==> config.mk <==
export PLATFORM = sky130hd
export DESIGN_NAME = fifo_wr_arbiter
export DESIGN_NICKNAME = d
export VERILOG_FILES = /design/src/rtl/fifo_wr_arbiter.sv
export SDC_FILE = /design/constraint.sdc
export NUM_CORES = 1
export LEC_CHECK = 0
export CORE_UTILIZATION = 34
export CTS_BUF_LIST = sky130_fd_sc_hd__clkbuf_8 sky130_fd_sc_hd__clkbuf_16
export DETAILED_ROUTE_END_ITERATION = 10
export PLACE_DENSITY = 0.95
export SLEW_MARGIN = 10
export SYNTH_ARGS = -nofsm -noshare
export SYNTH_HDL_FRONTEND = slang
export SYNTH_SLANG_ARGS = --single-unit
==> constraint.sdc <==
create_clock -name clk_i -period 6.55 [get_ports clk_i]
set_input_delay 0.655 -clock clk_i [delete_from_list [all_inputs] [get_ports clk_i]]
set_output_delay 0.655 -clock clk_i [all_outputs]
set_load 0.01 [all_outputs]
==> src/rtl/fifo_wr_arbiter.sv <==
// Round-robin burst arbiter sharing one async_fifo write port; FIFO_WR_ARB_TAG_EN prefixes each beat with its source index.
// Latency: grant one cycle after a request in IDLE; back-to-back bursts regrant on the last beat with no bubble.
// Backpressure: fifo_full_i gates the granted ready directly; grant and beat count hold until it drops.
module fifo_wr_arbiter #(
  parameter int NUM_REQ   = 4,
  parameter int WIDTH     = 32,
  parameter int MAX_BURST = 8,
  localparam int IDW      = $clog2(NUM_REQ),
`ifdef FIFO_WR_ARB_TAG_EN
  localparam int OW       = WIDTH + IDW
`else
  localparam int OW       = WIDTH
`endif
) (
  input  logic                     clk_i,
  input  logic                     rst_ni,
  input  logic [NUM_REQ-1:0]       req_valid_i,
  input  logic [NUM_REQ*WIDTH-1:0] req_data_i,
  input  logic [NUM_REQ-1:0]       req_last_i,
  output logic [NUM_REQ-1:0]       req_ready_o,
  input  logic                     fifo_full_i,
  output logic                     fifo_we_o,
  output logic [OW-1:0]            fifo_wdata_o,
  output logic [NUM_REQ-1:0]       grant_o,
  output logic                     busy_o
);

  typedef enum logic {IDLE, GRANT} state_e;

  state_e             state_q;
  logic [NUM_REQ-1:0] grant_q;
  logic [IDW-1:0]     gidx_q;
  logic [IDW-1:0]     rr_ptr_q;
  logic [7:0]         cnt_q;

  logic [IDW-1:0]     idle_win;
  logic [IDW-1:0]     next_win;
  logic               idle_found;
  logic               next_found;
  logic               accept;
  logic               burst_end;
  logic [WIDTH-1:0]   gdata;

  // grant_q is zero in IDLE, so this also blocks acceptance there
  assign req_ready_o = grant_q & {NUM_REQ{~fifo_full_i}};
  assign fifo_we_o   = |(req_valid_i & req_ready_o);
  assign accept      = fifo_we_o;
  assign burst_end   = accept & (req_last_i[gidx_q] | (cnt_q == 8'(MAX_BURST - 1)));
  assign gdata       = req_data_i[int'(gidx_q)*WIDTH +: WIDTH];
  assign grant_o     = grant_q;
  assign busy_o      = (state_q == GRANT);

`ifdef FIFO_WR_ARB_TAG_EN
  assign fifo_wdata_o = {gidx_q, gdata};
`else
  assign fifo_wdata_o = gdata;
`endif

  // idle search covers everyone from rr_ptr+1; burst-end search skips the current owner
  always_comb begin
    idle_found = 1'b0;
    idle_win   = '0;
    next_found = 1'b0;
    next_win   = '0;
    for (int i = 1; i <= NUM_REQ; i++) begin
      if (!idle_found && req_valid_i[(int'(rr_ptr_q) + i) % NUM_REQ]) begin
        idle_found = 1'b1;
        idle_win   = IDW'((int'(rr_ptr_q) + i) % NUM_REQ);
      end
    end
    for (int i = 1; i < NUM_REQ; i++) begin
      if (!next_found && req_valid_i[(int'(gidx_q) + i) % NUM_REQ]) begin
        next_found = 1'b1;
        next_win   = IDW'((int'(gidx_q) + i) % NUM_REQ);
      end
    end
  end

  always_ff @(posedge clk_i or negedge rst_ni) begin
    if (!rst_ni) begin
      state_q  <= IDLE;
      grant_q  <= '0;
      gidx_q   <= '0;
      rr_ptr_q <= IDW'(NUM_REQ - 1);
      cnt_q    <= '0;
    end else begin
      case (state_q)
        IDLE: begin
          if (idle_found) begin
            state_q  <= GRANT;
            grant_q  <= NUM_REQ'(1) << idle_win;
            gidx_q   <= idle_win;
            rr_ptr_q <= idle_win;
            cnt_q    <= '0;
          end
        end
        GRANT: begin
          if (burst_end) begin
            if (next_found) begin
              grant_q  <= NUM_REQ'(1) << next_win;
              gidx_q   <= next_win;
              rr_ptr_q <= next_win;
              cnt_q    <= '0;
            end else if (req_valid_i[gidx_q]) begin
              cnt_q <= '0;
            end else begin
              state_q <= IDLE;
              grant_q <= '0;
              cnt_q   <= '0;
            end
          end else if (accept) begin
            cnt_q <= cnt_q + 8'd1;
          end
        end
        default: begin
          state_q <= IDLE;
          grant_q <= '0;
        end
      endcase
    end
  end

endmodule

# After elaboration in Yosys (flattened, before gate mapping)
# Cells that the tools add are included.
[word_totals]
register_bits = 17
inputBits = 139
output_inout_bits = 42
[op_classes]
eq_ne = 6
mux = 57
bitwise = 13
add_sub_neg = 8
order_cmp = 8
shift = 3
reduce_logical = 21
[ops]
columns = ["operator", "count"]
rows = [
  ["$shiftx 128x8->32", 1],
  ["$lt 3x4->1 const B", 7],
  ["$mux 1", 27],
  ["$mux 8", 3],
  ["$mux 2", 10],
  ["$bmux 1 s2", 9],
  ["$mux 4", 4],
  ["$pmux 8 s2", 1],
  ["$reduce_or 2->1", 7],
  ["$add 2x2->2 const B", 4],
  ["$add 8x1->8 const B", 1],
  ["$and 4x4->4", 2],
  ["$eq 8x3->1 const B", 1],
  ["$pmux 4 s2", 1],
  ["$shl 1x2->4 const A", 2],
  ["$and 1x1->1 const A", 7],
  ["$add 2x1->2 const B", 3],
  ["$reduce_and 3->1", 2],
  ["$logic_and 1x1->1", 5],
  ["$logic_not 1->1", 5],
  ["$ne 2x1->1 const B", 2],
  ["$pmux 2 s2", 1],
  ["$reduce_or 4->1", 1],
  ["$lt 2x3->1 const B", 1],
  ["other kinds (8)", 9],
]

# Longest topological paths before layout
# Gate-level depths: netlist (run 1).
[depth]
ltp_word = 19
mapped_depth = 7
depth_no_buf = 6

# Least setup slack after synthesis (run 1)
# Ideal clock, no wire load.
[synth_timing]
path_kind = "input-to-reg"
startpoint = "in req_valid_i[0]"
endpoint = "reg grant_q[0], in the netlist grant_o[0]"
arrival_time_ps = 2153
setup_slack_ps = 4272
path_stages = 5
path_buffers = 0
required_time_ps = 6425
path_cell_list = "a22oi_1 -> a21o_1 -> or3_4 -> o32ai_4 -> mux2_2"
[synth_via]
elab_chain_len = 16
word_cells_on_any_way = 60
[synth_lines]
columns = ["element", "line", "rtl"]
rows = [
  ["start, declared", "17", "input logic [NUM_REQ-1:0] req_valid_i,"],
  ["$bmux 1 s2", "66", "if (!idle_found && req_valid_i[(int'(rr_ptr_q) + i) % NUM_REQ]) begin"],
  ["$mux 1 (not written as such) (2 in a row)", "66", ""],
  ["$mux 1", "66", ""],
  ["$logic_not 1->1", "66", ""],
  ["$logic_and 1x1->1", "66", ""],
  ["$mux 1", "66", ""],
  ["$logic_not 1->1", "66", ""],
  ["$logic_and 1x1->1", "66", ""],
  ["$mux 1", "66", ""],
  ["$logic_not 1->1", "66", ""],
  ["$logic_and 1x1->1", "66", ""],
  ["$mux 2", "66", ""],
  ["$shl 1x2->4", "91", "grant_q <= NUM_REQ'(1) << idle_win;"],
  ["$mux 4", "89", "if (idle_found) begin"],
  ["$pmux 4 s2", "87", "case (state_q)"],
  ["end signal, assigned", "91", ""],
  ["end signal, assigned", "100", "grant_q <= NUM_REQ'(1) << next_win;"],
  ["end, declared", "31", "logic [NUM_REQ-1:0] grant_q;"],
]
# Parallel ways exist; a longest one is shown, timed or not. The select of a mux whose other input is x is not followed.
# A chain may end at the register's enable or synchronous reset.

# Worst setup path after layout (run 1)
[layout_timing]
startpoint = "reg gidx_q[0]"
endpoint = "out fifo_wdata_o[19]"
[layout_via]
elab_chain_len = 1
[layout_lines]
columns = ["element", "line", "rtl"]
rows = [
  ["start, declared", "32", "logic [IDW-1:0] gidx_q;"],
  ["start signal, assigned", "92", "gidx_q <= idle_win;"],
  ["start signal, assigned", "101", "gidx_q <= next_win;"],
  ["$shiftx 128x8->32", "49", "assign gdata = req_data_i[int'(gidx_q)*WIDTH +: WIDTH];"],
  ["end, declared", "23", "output logic [OW-1:0] fifo_wdata_o,"],
]
# Every way passes these cells.

==> impl_results.md, run 1 <==
- Die height: 78.04 microns
- Clock Tree Root: clkbuf_8
- Total area of sequential cells: between 400 and 500 sq um
- Worst Setup Start Kind: flip-flop
- Reg2reg path depth: 6
- Most frequent cell after synthesis: mux4_2
- WP data required: 5.89 ns
- Synthesized instance count: 170
- Crit path DAT: 2.48 ns
- Register bit count reported by yosys: 17
- Met3 GRT Util: 9.070%
- R2r endpoint: grant_o[0]
- Clk_skew: 0.01385 ns
- Vias: 2288
- Sink Count: 17
- YS warnings: 0
- Synth top area share: 36.66%
- Multi-input logic area: 1446 sq um
- Crit Reg-Reg Startpoint: gidx_q[0]
- Yosys top cell by area: mux4_2
- CTS resizes: 0
- Top cells by area, synth: mux4_2 (37%), dfrtp_1 (19%), mux2i_1 (4.6%)
- Final min period: around 3.1 ns
- Final net count: about 480
- Port bufs: 180
- Largest net degree at the start of global routing: 48
- CP Capture Type: output pin
- Hpwl dp: 6.887 mm
- Status: finished, final reports clean
- Layout cells sized above 1: 14.08%
- Starting DRT DRC Count: between 60 and 70
- Netlist Area Pre-Place: 1966 sq um
- Synth cell count leaders: mux4_2 (32), dfrtp_1 (15), mux2i_1 (9), o21ai_0 (9), inv_1 (8)
- Slew HR: a little over a third
- Worst Path Class, Setup: reg2out
- Worst min-delay path category: reg2reg
- Post-route ant nets: 0
- TNS Setup: 0 ns
- Ys flop type: dfrtp_1
- Rows: 27
- Total of max-cap violations: 0
- CTS Buffer Depth: 2
- DRT Wirelength: 8.223 mm
- CTS clk-pin slew, worst paths: approximately 0.060 ns
- Die Span X: 78.04 microns
- Layout area overhead: 96.12%
- Final Core Density: 69.58%
- Routability congestion estimate: just under 0.9
- Hold depth: 2
- Worst hold endpoint: rr_ptr_q[0]
- Initial antenna violation count: 0
- PD cells: roughly 300 nW/um^2
- CTS tree: built
- Fin. max-slew vios: 0
- Met1 Use GR: 32.31%
- Finished Layout Cells: ~410
- Worst-Skew Late Latency: 0.26 ns
- Fill cells: 419
- Hold Vio Cnt, Final: 0
- GRT Total Usage: 26.61%
- CTS Buf Count: 3
- Vias in the first global route: 2226
- Post-synth EDFFs: 0
- Register area share after synthesis: 21.77%
- # setup viols final: 0
- Busiest grt layer: met2
- Postcts setup bufs: 0
- Grt met2 use: ~47%
- Die area: around 6100 sq um
- Routed len/inst: 19.86 microns
- Post-Syn Area per Cell: 11.56 sq um
- Core box area: 5540 sq um
- Worst-Margin Slew: 0.9652 ns
- Max Freq: 0.3194 GHz
- Top-level I/O count: approximately 180
- RSZ-0062 raised after global routing: false
- Peak VDD IR: 0.3825 mV
- Vias/cell: 5.527
- Syn_nets: 310
- Worst Min Path Start: rr_ptr_q[0]
- Setup slack, reg-to-reg: 3.66 ns
- First-pass GRT wire length: ~12 mm
- Peak fanout along the critical path: 23
- Initial Util: 35.48%
- # H-tree levels: 1
- Drt pass-1 iters: 4
- Synth unique cells: 48
- GRT overflow: 0
- Hold_buf cts: 0
- Leak: 0.001416 uW
- Placed cells: ~410
- Fin crit share: 47.79%
- DRC viols: 0
- Asr flop ratio synth: 100.0%
## report_power, final
part	internal [uW]	switching (uW)	total, uW
clock	42.3	38.5	80.9
sequential	138	105	242
combinational	547	286	833
total	727	429	1160
## cell usage in the layout, fill, tap and decap left out, types with 3 or more instances in the layout
cell	Yosys	routed
clkdlybuf4s50_1	0	180
mux4_2	32	32
dfrtp_1	15	13
o21ai_0	9	9
mux2i_1	9	9
inv_1	8	8
nand2_1	7	7
nor2_1	7	7
a21oi_1	6	6
nor2b_1	5	5
a211oi_1	4	4
nand2b_1	4	4
mux2_2	4	4
xnor2_1	3	3
nand3_1	3	3
clkbuf_8	0	3
## layer usage
| metal | vias up | share of wire (%) |
|---|---|---|
| met3 | 9 | 11 |
| met5 | - | 0 |
| met2 | 132 | 51 |
| li1 | 1033 | - |
| met1 | 1114 | 37 |
| met4 | 0 | 1.2 |
## critical path, cell delays in order, from the launching register on
cell,delay (ns)
dfrtp_2,0.66
buf_4,0.47
mux4_2,0.56
clkdlybuf4s50_1,0.53
## flip-flops by register name (all words and copies together) (netlist names)
name,flops
gidx_q,2
cnt_q,8
busy_o,1
grant_o,4
rr_ptr_q,2
## per-stage QoR
step / hold slack [ns] / total power (uW) / setup WS [ns] / cell area (sq um)
4_1_cts: 0.5017 / 1165 / 3.336 / 3852
3_5_place_dp: 0.4916 / 1081 / 3.405 / 3806
6_report: 0.4983 / 1156 / 3.419 / 3855
5_1_grt: 0.5133 / 1227 / 3.225 / 3852
3_3_place_gp: 0.4763 / 1067 / 3.424 / 3806
2_1_floorplan: 0.3594 / 677.8 / 4.272 / 1966
## how the worst max path moves through the flow
stage               slack [ns]                to  depth (start not counted)      startpoint
detailed placement        3.41        grant_o[3]                          6  req_valid_i[1]
global placement          3.42        grant_o[1]                          6  req_valid_i[1]
floorplan                 4.27        grant_o[0]                          5  req_valid_i[0]
finish                    3.42  fifo_wdata_o[19]                          3       gidx_q[0]
CTS                       3.34  fifo_wdata_o[19]                          3       gidx_q[0]
global route              3.23  fifo_wdata_o[19]                          3       gidx_q[0]
## cell families (layout without fill, tap and decap cells)
| logic type | after synthesis | count (layout) | share of synthesized area, % |
|---|---|---|---|
| XOR/XNOR | 3 | 3 | 1.337 |
| flip-flops | 17 | 17 | 21.77 |
| buffers and inverters | 22 | 193 | 4.647 |
| AND/OR/NAND/NOR | 41 | 41 | 11.97 |
| adder cells (fa/ha/maj) | 1 | 1 | 0.6364 |
| AO/OA/AOI/OAI | 40 | 40 | 14.77 |
| multiplexers | 46 | 46 | 44.88 |
| other | 0 | 1 | 0 |
## layout make-up
| cell class | instances | share of cell area (%) |
|---|---|---|
| Inverter | 8 | 0.7790 |
| Multi-Input combinational cell | 131 | 37.52 |
| Clock inverter | 1 | 0.1298 |
| Clock buffer | 3 | 1.071 |
| Antenna cell | 1 | 0.06491 |
| Timing Repair Buffer | 181 | 46.93 |
| Tap cell | 72 | 2.337 |
| Sequential cell | 17 | 11.17 |
(Power assumes the default switching activity.)
==> inputs of run 2 (changes only) <==
Settings changed: CORE_UTILIZATION 34 to 28, PLACE_DENSITY 0.95 to 0.89.
Clock period 6.55 ns to 2.65 ns, I/O delays scaled along.
==> run 2 against run 1 <==
Compared with the run above:
- clock power up 140%
- first-iteration DRC count up 76%
- die area up 21%
- sequential cell count unchanged
- setup slack worse by 3.2 ns
==> impl_results.md, run 2 (same netlist as run 1, synthesis figures left out) <==
- Status: finished, final reports clean
- Peak fanout along the critical path: 5 (-78%)
- CTS Buf Count: 3 (unchanged)
- Sink Count: 17 (unchanged)
- Switch share: 36.91% (-0.21 points)
- GRT Total Usage: 20.24% (-6.4 points)
- First-pass GRT wire length: 11.50 mm (-5.0%)
- Total area of sequential cells: 430.4 sq um (unchanged)
- Internal power: 1838 uW (+150%)
- Commonest non-fill, non-tap cell in the layout: clkdlybuf4s50_1
- Clk_skew: 0.006129 ns (-0.007718 ns)
- Fin crit share: ~92%
- Vias: 2333 (+2.0%)
- Max Freq: 0.4101 GHz
- Setup ws final: 0.2118 ns (-3.208 ns)
- Initial Util: 28.93% (-6.5 points)
- DRT Wirelength: 8.068 mm (-1.9%)
- Peak VDD IR: 0.4264 mV (+11%)
- Worst Setup Start Kind: flip-flop
- Post-Layout Inst Area: 3965 sq um (+2.9%)
- Crit Reg-Reg Startpoint: cnt_q[0]
- Postcts setup bufs: 0 (unchanged)
- Hold_buf cts: 0 (unchanged)
- Worst Setup Slack post-DPL: 0.1740 ns (-3.231 ns)
- Hold Vio Cnt, Final: 0 (unchanged)
- TNS Setup: 0 ns (unchanged)
- Antenna cells: 0 (-1)
- Post-route ant nets: 0 (unchanged)
- Slew HR: 51.18% (+16 points)
- CTS resizes: 0 (unchanged)
- PD cells: 734.7 nW/um^2 (+150%)
- Worst-Skew Late Latency: 0.25 ns (about the same)
- Core box area: 6794 sq um (+23%)
- GRT overflow: 0 (unchanged)
- Fill cells: 560 (+34%)
- DRC viols: 0 (unchanged)
- Setup slack, reg-to-reg: 0.21 ns (-3.45 ns)
- Commonest non-fill, non-tap cells in the layout: clkdlybuf4s50_1 (180), mux4_2 (32), dfrtp_1 (13)
- RSZ-0062 raised after global routing: false
- Net Sw Power: 1075 uW (+150%)
- R2r endpoint: grant_o[3]
- Final Core Density: 58.36% (-11 points)
- Rows: 30 (+11%)
- Worst Path Class, Setup: reg2reg
- Largest register FFs: 8 (unchanged)
- Clock Tree Root: clkbuf_8
- Crit path DAT: 2.57 ns (+0.09 ns)
- Sequential power share: 15.2% (-5.8 points)
- Post-DP Area: 3919 sq um (+3.0%)
- Port bufs: 180 (unchanged)
- Combinational Power Share: 78.1% (+6.1 points)
- CTS Buffer Depth: 2 (unchanged)
- CTS tree: built
- Multi-input logic area: 1446 sq um (unchanged)
- Clock power share: 6.7% (-0.3 points)
- Die area: 7359 sq um (+21%)
- # H-tree levels: 1 (unchanged)
- # setup viols final: 0 (unchanged)
- CP Capture Type: flip-flop
- Largest net degree at the start of global routing: 29 (-40%)
- Die Span X: 85.79 microns (+9.9%)
- Final min period: ~2.4 ns
- CTS clk-pin slew, worst paths: 0.07 ns (about the same)
- Vias in the first global route: 2227 (+0.045%)
- WP data required: 2.78 ns (-3.11 ns)
- Layout cells sized above 1: 16.76% (+2.7 points)
- Initial antenna violation count: 0 (unchanged)
- Largest Register: cnt_q
- Worst min-delay path category: in2async
- Routability congestion estimate: 0.9280 (+6.5%)
- Starting DRT DRC Count: 111 (+76%)
- Fin. max-slew vios: 0 (unchanged)
- Vias/cell: 5.208 (-5.8%)
- Hpwl dp: 6.794 mm (-1.4%)
- Layout area overhead: 101.7%
- Total of max-cap violations: 0 (unchanged)
- Drt pass-1 iters: 4 (unchanged)
- Worst-Margin Slew: 0.7299 ns (-0.2353 ns)
- Reg2reg path depth: 6 (unchanged)
- Top-level I/O count: 181 (unchanged)
- Die height: 85.79 microns (+9.9%)
- Leak: 0.001470 uW (+3.8%)
- WHS: 0.4435 ns (-0.05474 ns)
- Final net count: 493 (+2.3%)
- Routed len/inst: 18.01 microns (-9.3%)
run 2: cell types whose count changed in the layout (fill, tap and decap cells not counted), sizes merged:
cell	change
buf	+11
diode	-1
run 2: power by group through the flow:
stage / Combinational [uW] / Sequential, uW / Clock, uW
after floorplan: 1270 / 409 / 0
after global placement: 2240 / 444 / 0
after detailed placement: 2290 / 449 / 0
after CTS: 2290 / 445 / 197
after global routing: 2430 / 456 / 201
final: 2270 / 444 / 195
run 2: layer usage:
layer	vias to the layer above	part of all wire [%]	global-route usage, %
met2	118	52	36.36
li1	1057	-	-
met4	0	2.6	7.121
met1	1140	38	24.68
met5	-	0	0
met3	18	6.6	2.984
run 2: how the worst max path moves through the flow:
stage              startpoint         endpoint  cells past startpoint
3_5_place_dp   req_valid_i[1]       grant_o[1]                      6
6_report             cnt_q[0]       grant_o[3]                      6
5_1_grt              cnt_q[0]        gidx_q[0]                      7
4_1_cts             gidx_q[0]  fifo_wdata_o[2]                      3
3_3_place_gp   req_valid_i[1]       grant_o[3]                      6
2_1_floorplan        cnt_q[0]       grant_o[0]                      6
run 2: stage by stage:
stage	power, uW	cells
after floorplan	1675	170
after global placement	2681	444
after detailed placement	2735	444
after CTS	2934	448
after global routing	3085	448
final	2913	448
run 2: critical path, cell delays in order (launching register included):
cell and delay [ns]:
dfrtp_1 0.43, ha_1 0.27, nor4b_1 0.29, a31oi_1 0.19, or3_4 0.37, o32ai_4 0.39, mux2_2 0.38
run 2: cell type report:
type,instances,area share (%)
Inverter,8,0.7573
Clock buffer,3,1.041
Multi-Input combinational cell,131,36.48
Sequential cell,17,10.86
Clock inverter,1,0.1262
Tap cell,96,3.029
Timing Repair Buffer,192,47.71
